[src/rtl/chan_mux_rr.sv]
// chan_mux_rr: parametrised N:1 channel multiplexer with a single-entry
// registered output stage and per-channel valid/ready handshakes.
//
// Selection modes:
//   mode = 0 : fixed select. The channel named by sel is granted when it is
//              valid. An out-of-range sel never grants.
//   mode = 1 : round-robin. The search for a valid channel starts at rr_ptr
//              and wraps modulo CHANNELS.
//
// Ports:
//   clk        rising-edge clock
//   rst_n      asynchronous active-low reset
//   in_data    CHANNELS*WIDTH packed channel data, channel k at [k*WIDTH +: WIDTH]
//   in_valid   per-channel data valid
//   in_ready   per-channel accept (one-hot or zero, all-zero in reset)
//   mode       0 = fixed select, 1 = round-robin
//   sel        channel index for fixed mode
//   out_data   registered selected data
//   out_valid  out_data holds an unconsumed word
//   out_ready  consumer accept
//   out_chan   index of the channel that supplied out_data
module chan_mux_rr #(
    parameter int WIDTH    = 8,
    parameter int CHANNELS = 4,
    localparam int SEL_W   = ($clog2(CHANNELS) > 1) ? $clog2(CHANNELS) : 1
) (
    input  logic                      clk,
    input  logic                      rst_n,
    input  logic [CHANNELS*WIDTH-1:0] in_data,
    input  logic [CHANNELS-1:0]       in_valid,
    output logic [CHANNELS-1:0]       in_ready,
    input  logic                      mode,
    input  logic [SEL_W-1:0]          sel,
    output logic [WIDTH-1:0]          out_data,
    output logic                      out_valid,
    input  logic                      out_ready,
    output logic [SEL_W-1:0]          out_chan
);

    logic [WIDTH-1:0]    out_data_r;
    logic                out_valid_r;
    logic [SEL_W-1:0]    out_chan_r;
    logic [SEL_W-1:0]    rr_ptr_r;

    logic                load_en_s;
    logic                grant_s;
    logic [SEL_W-1:0]    grant_idx_s;
    logic                transfer_s;
    logic [SEL_W:0]      rr_sum_s;
    logic [SEL_W-1:0]    rr_idx_s;
    logic [CHANNELS-1:0] in_ready_s;
    logic [SEL_W-1:0]    rr_next_s;

    // The output register can take a new word when empty or being drained now.
    assign load_en_s  = !out_valid_r || out_ready;
    assign transfer_s = grant_s && load_en_s;

    // Grant selection: fixed index or round-robin search from rr_ptr.
    always_comb begin
        grant_s     = 1'b0;
        grant_idx_s = '0;
        rr_sum_s    = '0;
        rr_idx_s    = '0;
        if (mode == 1'b0) begin
            if ({1'b0, sel} < (SEL_W+1)'(CHANNELS)) begin
                if (in_valid[sel]) begin
                    grant_s     = 1'b1;
                    grant_idx_s = sel;
                end else begin
                    grant_s     = 1'b0;
                end
            end else begin
                grant_s = 1'b0;
            end
        end else begin
            // Walk offsets from farthest to nearest so the nearest valid
            // channel (in search order from rr_ptr) is the one that sticks.
            for (int off = CHANNELS - 1; off >= 0; off--) begin
                rr_sum_s = {1'b0, rr_ptr_r} + (SEL_W+1)'(off);
                if (rr_sum_s >= (SEL_W+1)'(CHANNELS)) begin
                    rr_sum_s = rr_sum_s - (SEL_W+1)'(CHANNELS);
                end else begin
                    rr_sum_s = rr_sum_s;
                end
                rr_idx_s = rr_sum_s[SEL_W-1:0];
                if (in_valid[rr_idx_s]) begin
                    grant_s     = 1'b1;
                    grant_idx_s = rr_idx_s;
                end else begin
                    grant_s     = grant_s;
                end
            end
        end
    end

    // Per-channel accept: one-hot on the granted channel, quiet during reset.
    always_comb begin
        in_ready_s = '0;
        if (rst_n && transfer_s) begin
            in_ready_s[grant_idx_s] = 1'b1;
        end else begin
            in_ready_s = '0;
        end
    end

    // Pointer advances past the granted channel, wrapping at the top.
    always_comb begin
        rr_next_s = '0;
        if (grant_idx_s == SEL_W'(CHANNELS - 1)) begin
            rr_next_s = '0;
        end else begin
            rr_next_s = grant_idx_s + SEL_W'(1);
        end
    end

    // Output register and round-robin pointer.
    always_ff @(posedge clk or negedge rst_n) begin
        if (!rst_n) begin
            out_data_r  <= '0;
            out_valid_r <= 1'b0;
            out_chan_r  <= '0;
            rr_ptr_r    <= '0;
        end else begin
            if (transfer_s) begin
                out_data_r  <= in_data[grant_idx_s*WIDTH +: WIDTH];
                out_chan_r  <= grant_idx_s;
                out_valid_r <= 1'b1;
                if (mode) begin
                    rr_ptr_r <= rr_next_s;
                end else begin
                    rr_ptr_r <= rr_ptr_r;
                end
            end else if (out_valid_r && out_ready) begin
                out_valid_r <= 1'b0;
            end else begin
                out_valid_r <= out_valid_r;
            end
        end
    end

    assign in_ready  = in_ready_s;
    assign out_data  = out_data_r;
    assign out_valid = out_valid_r;
    assign out_chan  = out_chan_r;

endmodule
[config.mk]
export PLATFORM = sky130hd
export DESIGN_NAME = chan_mux_rr
export DESIGN_NICKNAME = d
export VERILOG_FILES = /design/src/rtl/chan_mux_rr.sv
export SDC_FILE = /design/constraint.sdc
export NUM_CORES = 1
export LEC_CHECK = 0
export CORE_MARGIN = 3
export CORE_UTILIZATION = 50
export DETAILED_ROUTE_END_ITERATION = 12
export DONT_BUFFER_PORTS = 1
export PLACE_DENSITY = 0.68
export RECOVER_POWER = 50
export SYNTH_ARGS = -nofsm -noshare
export SYNTH_HDL_FRONTEND = slang
export SYNTH_SLANG_ARGS = --single-unit
[constraint.sdc]
create_clock -name clk -period 2.22 [get_ports clk]
set_clock_uncertainty 0.2 [all_clocks]
set_input_delay 0.111 -clock clk [delete_from_list [all_inputs] [get_ports clk]]
set_output_delay 0.111 -clock clk [all_outputs]
set_load 0.1 [all_outputs]
==> results of run 1 <==
==> sequential cells by signal (all words and copies together) (netlist names) <==
signal and flops:
out_data 8, rr_ptr_r 2, out_chan 2, out_valid 1
==> cell usage in the layout (no fill, tap or decap), types with 2 or more instances in the layout <==
cell type,instances
and2_1,2
buf_12,4
buf_4,15
clkbuf_1,4
clkbuf_4,3
dfrtp_1,10
dfrtp_2,3
dlygate4sd3_1,35
inv_1,4
mux2i_1,14
mux2i_2,5
nand2_1,17
nand2b_4,3
nor2_1,3
nor2_4,2
o221ai_2,8
==> how the worst max path moves through the flow <==
stage                               to  slack (ns)
2_1_floorplan              in_ready[2]       -0.04
3_3_place_gp   out_data[2]$_DFFE_PN0N_        0.15
3_5_place_dp   out_data[1]$_DFFE_PN0N_        0.08
4_1_cts                    in_ready[3]       -0.06
5_1_grt                    in_ready[2]       -0.19
6_report                   in_ready[3]        -0.1
==> metal layers <==
layer / GRT usage [%] / vias to the layer above
met5: 0 / -
met4: 13.45 / 0
met3: 11.66 / 21
met2: 57.94 / 72
met1: 32.59 / 561
li1: - / 477
==> cell type report <==
cell class / count / area, µm² / share of cell area, %
multi-input combinational: 78 / 719.4 / 42.94
timing repair buffer: 57 / 554.3 / 33.08
sequential: 13 / 329.1 / 19.64
inverter: 4 / 15.01 / 0.8962
tap: 25 / 31.28 / 1.867
clock buffer: 4 / 26.28 / 1.568
==> synthesized netlist by cell type, drive strengths merged, types with 2 or more instances <==
| cell type | instances |
|---|---|
| buf | 3 |
| or2 | 2 |
| nand2b | 4 |
| clkbuf | 2 |
| or3 | 2 |
| and2 | 2 |
| o21ai | 3 |
| nor2 | 5 |
| a21oi | 2 |
| nor2b | 2 |
| inv | 4 |
| o221ai | 9 |
| a211oi | 2 |
| mux2i | 19 |
| nand2 | 17 |
| dfrtp | 13 |
==> metrics by stage <==
| stage | cells | hold slack (ns) | utilization (%) | cell area, µm² | setup TNS, ns |
|---|---|---|---|---|---|
| after global placement | 140 | -0.3842 | 67.08 | 1221 | 0 |
| after floorplan | 100 | -0.3846 | - | 1040 | -0.03890 |
| after detailed placement | 140 | -0.3843 | 67.08 | 1221 | 0 |
| after global routing | 181 | 0.07619 | 92.03 | 1675 | -0.5857 |
| after CTS | 182 | 0.07923 | 91.68 | 1669 | -0.08081 |
| final | 181 | 0.05468 | 92.03 | 1675 | -0.2997 |
==> logic make-up after synthesis <==
kind of cell,after synthesis,share of synthesized area (%)
buf+inv,9,6.435
flops,13,32.18
mux,20,20.30
simple gates,37,18.44
compound gates,20,21.41
fa+ha+maj,1,1.237
==> power by group <==
part	internal, W	switching (W)	total (W)
registers	0.000320	0.0000612	0.000381
logic	0.000363	0.000837	0.00120
clock network	0.0000700	0.0000806	0.000151
total	0.000753	0.000979	0.00173
==> what timing repair did <==
item / CTS / global route
buffers inserted: 3 / 1
hold buffers: 35 / 0
hold endpoints to repair: 22 / 0
gates resized for setup: 9 / 7
endpoints found under the setup margin: 4 / 12
pin swaps: 4 / 3
==> impl_metrics.ini, run 1 <==
[critical_path]
r2r_start = rr_ptr_r[1]$_DFFE_PN0P_
crit_cells = 6
crit_family = compound AO/OA/AOI/OAI gates
crit_arrival_ns = 2.01
cp-start-kind = flip-flop
required_ns = 1.91
critPathMaxStageDelay_ns = 0.47
end_kind = output port
timing.rr.end = out_data[1]$_DFFE_PN0N_
r2r_slack_ns = 0.06
critPathSlowestCell = dfrtp_2
path_class = reg -> out
critical_path.max_fanout = 7
crit_buf_inv = 1
crit_path_start = rr_ptr_r[1]$_DFFE_PN0P_
reg2reg_depth = 6
path_cells = nand2b_4 -> a2111o_1 -> o221ai_4 -> ha_2 -> and3_4 -> buf_12

[sta]
finalSetupViolCount = 4
worst_pin_slew_ns = 1.238
max_freq_mhz = 431.4
report.final.hold_viol_count = 0
drv_slew = 0
min_period_ns = 2.318
rsz0062_at_grt = yes
worst_slack_ns = -0.09790
max_slew_margin_pct = 17.48
period_share_pct = 104.4

[power]
ir_drop_mv = 0.9224
p_leak_nw = 0.6991
total_power_w = 0.001732
power.density_nw_per_um2 = 1034

[detailed_routing]
top_layer_used = met4
route.detailed.drc = 0
wl_per_cell_um = 22.81
drt_iter0_markers = 31
m1WireLength_mm = 1.409
first_pass_iters = 5
wl_met3_um = 374
wl_met2_mm = 2.168
final_antenna_net_count = 0
viasPerCell = 6.249
routed_wl_mm = 4.128
vias = 1131

[yosys]
syn-instance-count = 100
ys_ff_latch = 13
yosysSeqAreaShare_pct = 32.18
synth_edf_count = 0
yosysWarnings = 0
synth_area_um2 = 1011
syn_nets = 143
post-synth-top-area-fraction_pct = 32.18
synth_area_leaders = dfrtp_1 (32%), mux2i_1 (18%), o221ai_2 (13%)
synth.distinct_cells = 31
avgSynthCellArea_um2 = 10.11
synth_top_cell_by_area = dfrtp_1
synthArstFlopShare_pct = 100.0
synth_flop_cell = dfrtp_1

[global_routing]
gr-total-overflow = 0
track_usage_pct = 31.97
grt_max_degree = 14
grt_pass1_vias = 1244
antenna_found_initial = 0
grt_pass1_wl_mm = 6.051

[floorplan]
coreArea_um2 = 1821
dieArea_um2 = 2597
rows = 15
io_pins = 57
initial_core_util_pct = 55.53
die_x_um = 50.97
die_h_um = 50.97

[placed_design]
port_buffers = 0
gp_congestion = 0.8443
pre_cts_slack_ns = 0.07897
place_hpwl_mm = 1.942

[clock_network]
clk_pin_slew_worst_paths_ns = 0.08
cts_buffers = 3
cts.path.max_buffers = 2
clock_latency_ns = 0.29
cts_tree = yes
cts_htree_levels = 1
cts-root-buf = clkbuf_4
cts.sinks = 13

[finish]
drive_gt1_share_pct = 35.90
area_growth_pct = 65.72
insertedDiodeCount = 0
fillers = 63
nNetsFinal = 200

[worst_hold_path]
hp-class = in -> async

[flow_run]
cap_viol_max_count = 0

[status]
failed_checks = setup timing
outcome = complete, but fails checks
(Power assumes the default switching activity.)
==> run 2, diff against run 1 <==
--- a/config.mk
+++ b/config.mk
@@ -7,6 +7,7 @@
 export LEC_CHECK = 0
 export CORE_MARGIN = 3
 export CORE_UTILIZATION = 50
+export CTS_BUF_LIST = sky130_fd_sc_hd__clkbuf_4
 export DETAILED_ROUTE_END_ITERATION = 12
 export DONT_BUFFER_PORTS = 1
 export PLACE_DENSITY = 0.68
==> constraint.sdc (replaced) <==
create_clock -name clk -period 1.9 [get_ports clk]
set_clock_uncertainty 0.2 [all_clocks]
set_input_delay 0.38 -clock clk [delete_from_list [all_inputs] [get_ports clk]]
set_output_delay 0.38 -clock clk [all_outputs]
set_load 0.1 [all_outputs]
==> impl_metrics.ini, run 2 (synthesized netlist as in run 1, its figures left out) <==
[detailed_routing]
route.detailed.drc = 0
viasPerCell = 6.155
first_pass_iters = 4
drt_iter0_markers = 14
final_antenna_net_count = 0
wl_per_cell_um = 22.07
routed_wl_mm = 3.553
vias = 991

[clock_network]
cts_htree_levels = 1
cts_buffers = 3
cts-root-buf = clkbuf_4
cts_tree = yes
cts.sinks = 13
clk_pin_slew_worst_paths_ns = 0.09
clock_latency_ns = 0.29
cts.path.max_buffers = 2

[global_routing]
gr-total-overflow = 0
gr-usage-met3_pct = 3.499
use_met1_pct = 32.72
grt_pass1_wl_mm = 5.223
grt_busiest_layer = met2
grt_pass1_vias = 1030
track_usage_pct = 27.26
grtUsageMet2_pct = 51.29
grt_max_degree = 14
antenna_found_initial = 0

[finish]
largest_reg_flops = 8
final_cell_mix = buf_4 (25), nand2_1 (16), mux2i_1 (11), dfrtp_1 (10), o221ai_2 (7)
final_common_cell = buf_4
nNetsFinal = 180
fillers = 91
insertedDiodeCount = 0
drive_gt1_share_pct = 62.50
area_growth_pct = 56.06

[sta]
drv_slew = 0
finalSetupViolCount = 14
report.final.hold_viol_count = 0
max_freq_mhz = 386.4
period_share_pct = 136.2
rsz0062_at_grt = yes
tns_ns = -4.835
max_slew_margin_pct = 59.27
worst_pin_slew_ns = 0.6089
worst_slack_ns = -0.6880
min_period_ns = 2.588

[power]
p_clk_share_pct = 9.2
p_sw_w = 0.001170
power.density_nw_per_um2 = 1374
seqPwrFrac_pct = 19.8
ir_drop_mv = 1.087
p_sw_share_pct = 53.97
intPower_w = 0.0009980
p_leak_nw = 0.6640
comb_power_share_pct = 71.0

[placed_design]
gp_congestion = 0.8321
pre_cts_slack_ns = -0.3179
port_buffers = 0
place_hpwl_mm = 2.195

[critical_path]
required_ns = 1.32
path_class = reg -> out
path_cells = buf_4 -> nand4b_1 -> nand2_1 -> a211oi_2 -> or2_4 -> ha_2 -> and3_4 -> buf_12
crit_arrival_ns = 2.01
critical_path.max_fanout = 5
end_kind = output port
critPathMaxStageDelay_ns = 0.45
crit_buf_inv = 2
crit_family = simple AND/OR/NAND/NOR gates
cp-start-kind = flip-flop
critPathSlowestCell = dfrtp_2

[worst_hold_path]
hp-class = in -> reg

[floorplan]
die_h_um = 50.97
rows = 15
io_pins = 57
dieArea_um2 = 2597
coreArea_um2 = 1821
initial_core_util_pct = 55.53
die_x_um = 50.97

[flow_run]
cap_viol_max_count = 0

[status]
outcome = complete, but fails checks
failed_checks = setup timing
-- run 2: worst paths after layout --
kind,startpoint,end,slack [ns],cells past startpoint
worst min register to register,out_valid$_DFFE_PN0P_,out_valid$_DFFE_PN0P_,0.42,2
worst max-delay path,rr_ptr_r[1]$_DFFE_PN0P_,in_ready[3],-0.69,8
worst min-delay path,in_data[28],out_data[4]$_DFFE_PN0N_,0.1,2
max in group asynchronous,rst_n,out_valid$_DFFE_PN0P_,0.72,1
min in group asynchronous,rst_n,out_chan[1]$_DFFE_PN0N_,0.33,1
worst max register to register,rr_ptr_r[1]$_DFFE_PN0P_,out_data[1]$_DFFE_PN0N_,-0.28,8
-- run 2: what timing repair did --
action                                 in CTS  in global routing
hold buffers                                1                  0
gates resized for setup                    19                 12
buffers inserted                            4                  1
setup endpoints to repair                  13                 15
pin swaps                                   8                  7
endpoints found under the hold margin      13                  0
-- run 2: worst register-to-register path: stages, from the launching register on --
cell and delay, ns:
dfrtp_2 0.45, nand2b_4 0.15, a211oi_2 0.20, a211oi_2 0.08, buf_4 0.14, buf_6 0.10, buf_6 0.11, or3_4 0.46
o221ai_4 0.21
-- run 2: power by group through the flow --
stage / sequential (W) / combinational, W / clock [W]
3_3_place_gp: 0.000415 / 0.00130 / 0
2_1_floorplan: 0.000990 / 0.000484 / 0
4_1_cts: 0.000417 / 0.00148 / 0.000196
3_5_place_dp: 0.000420 / 0.00133 / 0
5_1_grt: 0.000438 / 0.00160 / 0.000209
6_report: 0.000429 / 0.00154 / 0.000200
-- run 2: area by class of cell --
cell class              instances  area (µm²)  share of cell area [%]
multi-input cells              78       809.5                   51.31
well taps                      25       31.28                   1.983
inverters                       4       15.01                  0.9516
clock buffers                   4       30.03                   1.903
flip-flops and latches         13       331.6                   21.02
repair buffers                 37       360.3                   22.84
-- run 2: routing by layer --
metal	part of all wire [%]	vias to the layer above	wire length, µm
met5	0	-	0
met4	2.3	0	80
met3	5.3	10	188
met2	57	51	2032
met1	35	489	1252
li1	-	441	-
-- run 2: per-stage QoR --
stage	utilization [%]	hold slack [ns]	instance area, µm²	cells	power [W]
2_1_floorplan	-	-0.1156	1126	100	0.001474
3_3_place_gp	76.22	-0.1152	1388	152	0.001719
3_5_place_dp	76.22	-0.1153	1388	152	0.001753
4_1_cts	85.43	0.1055	1555	161	0.002092
5_1_grt	86.67	0.1210	1578	161	0.002248
6_report	86.67	0.09836	1578	161	0.002168
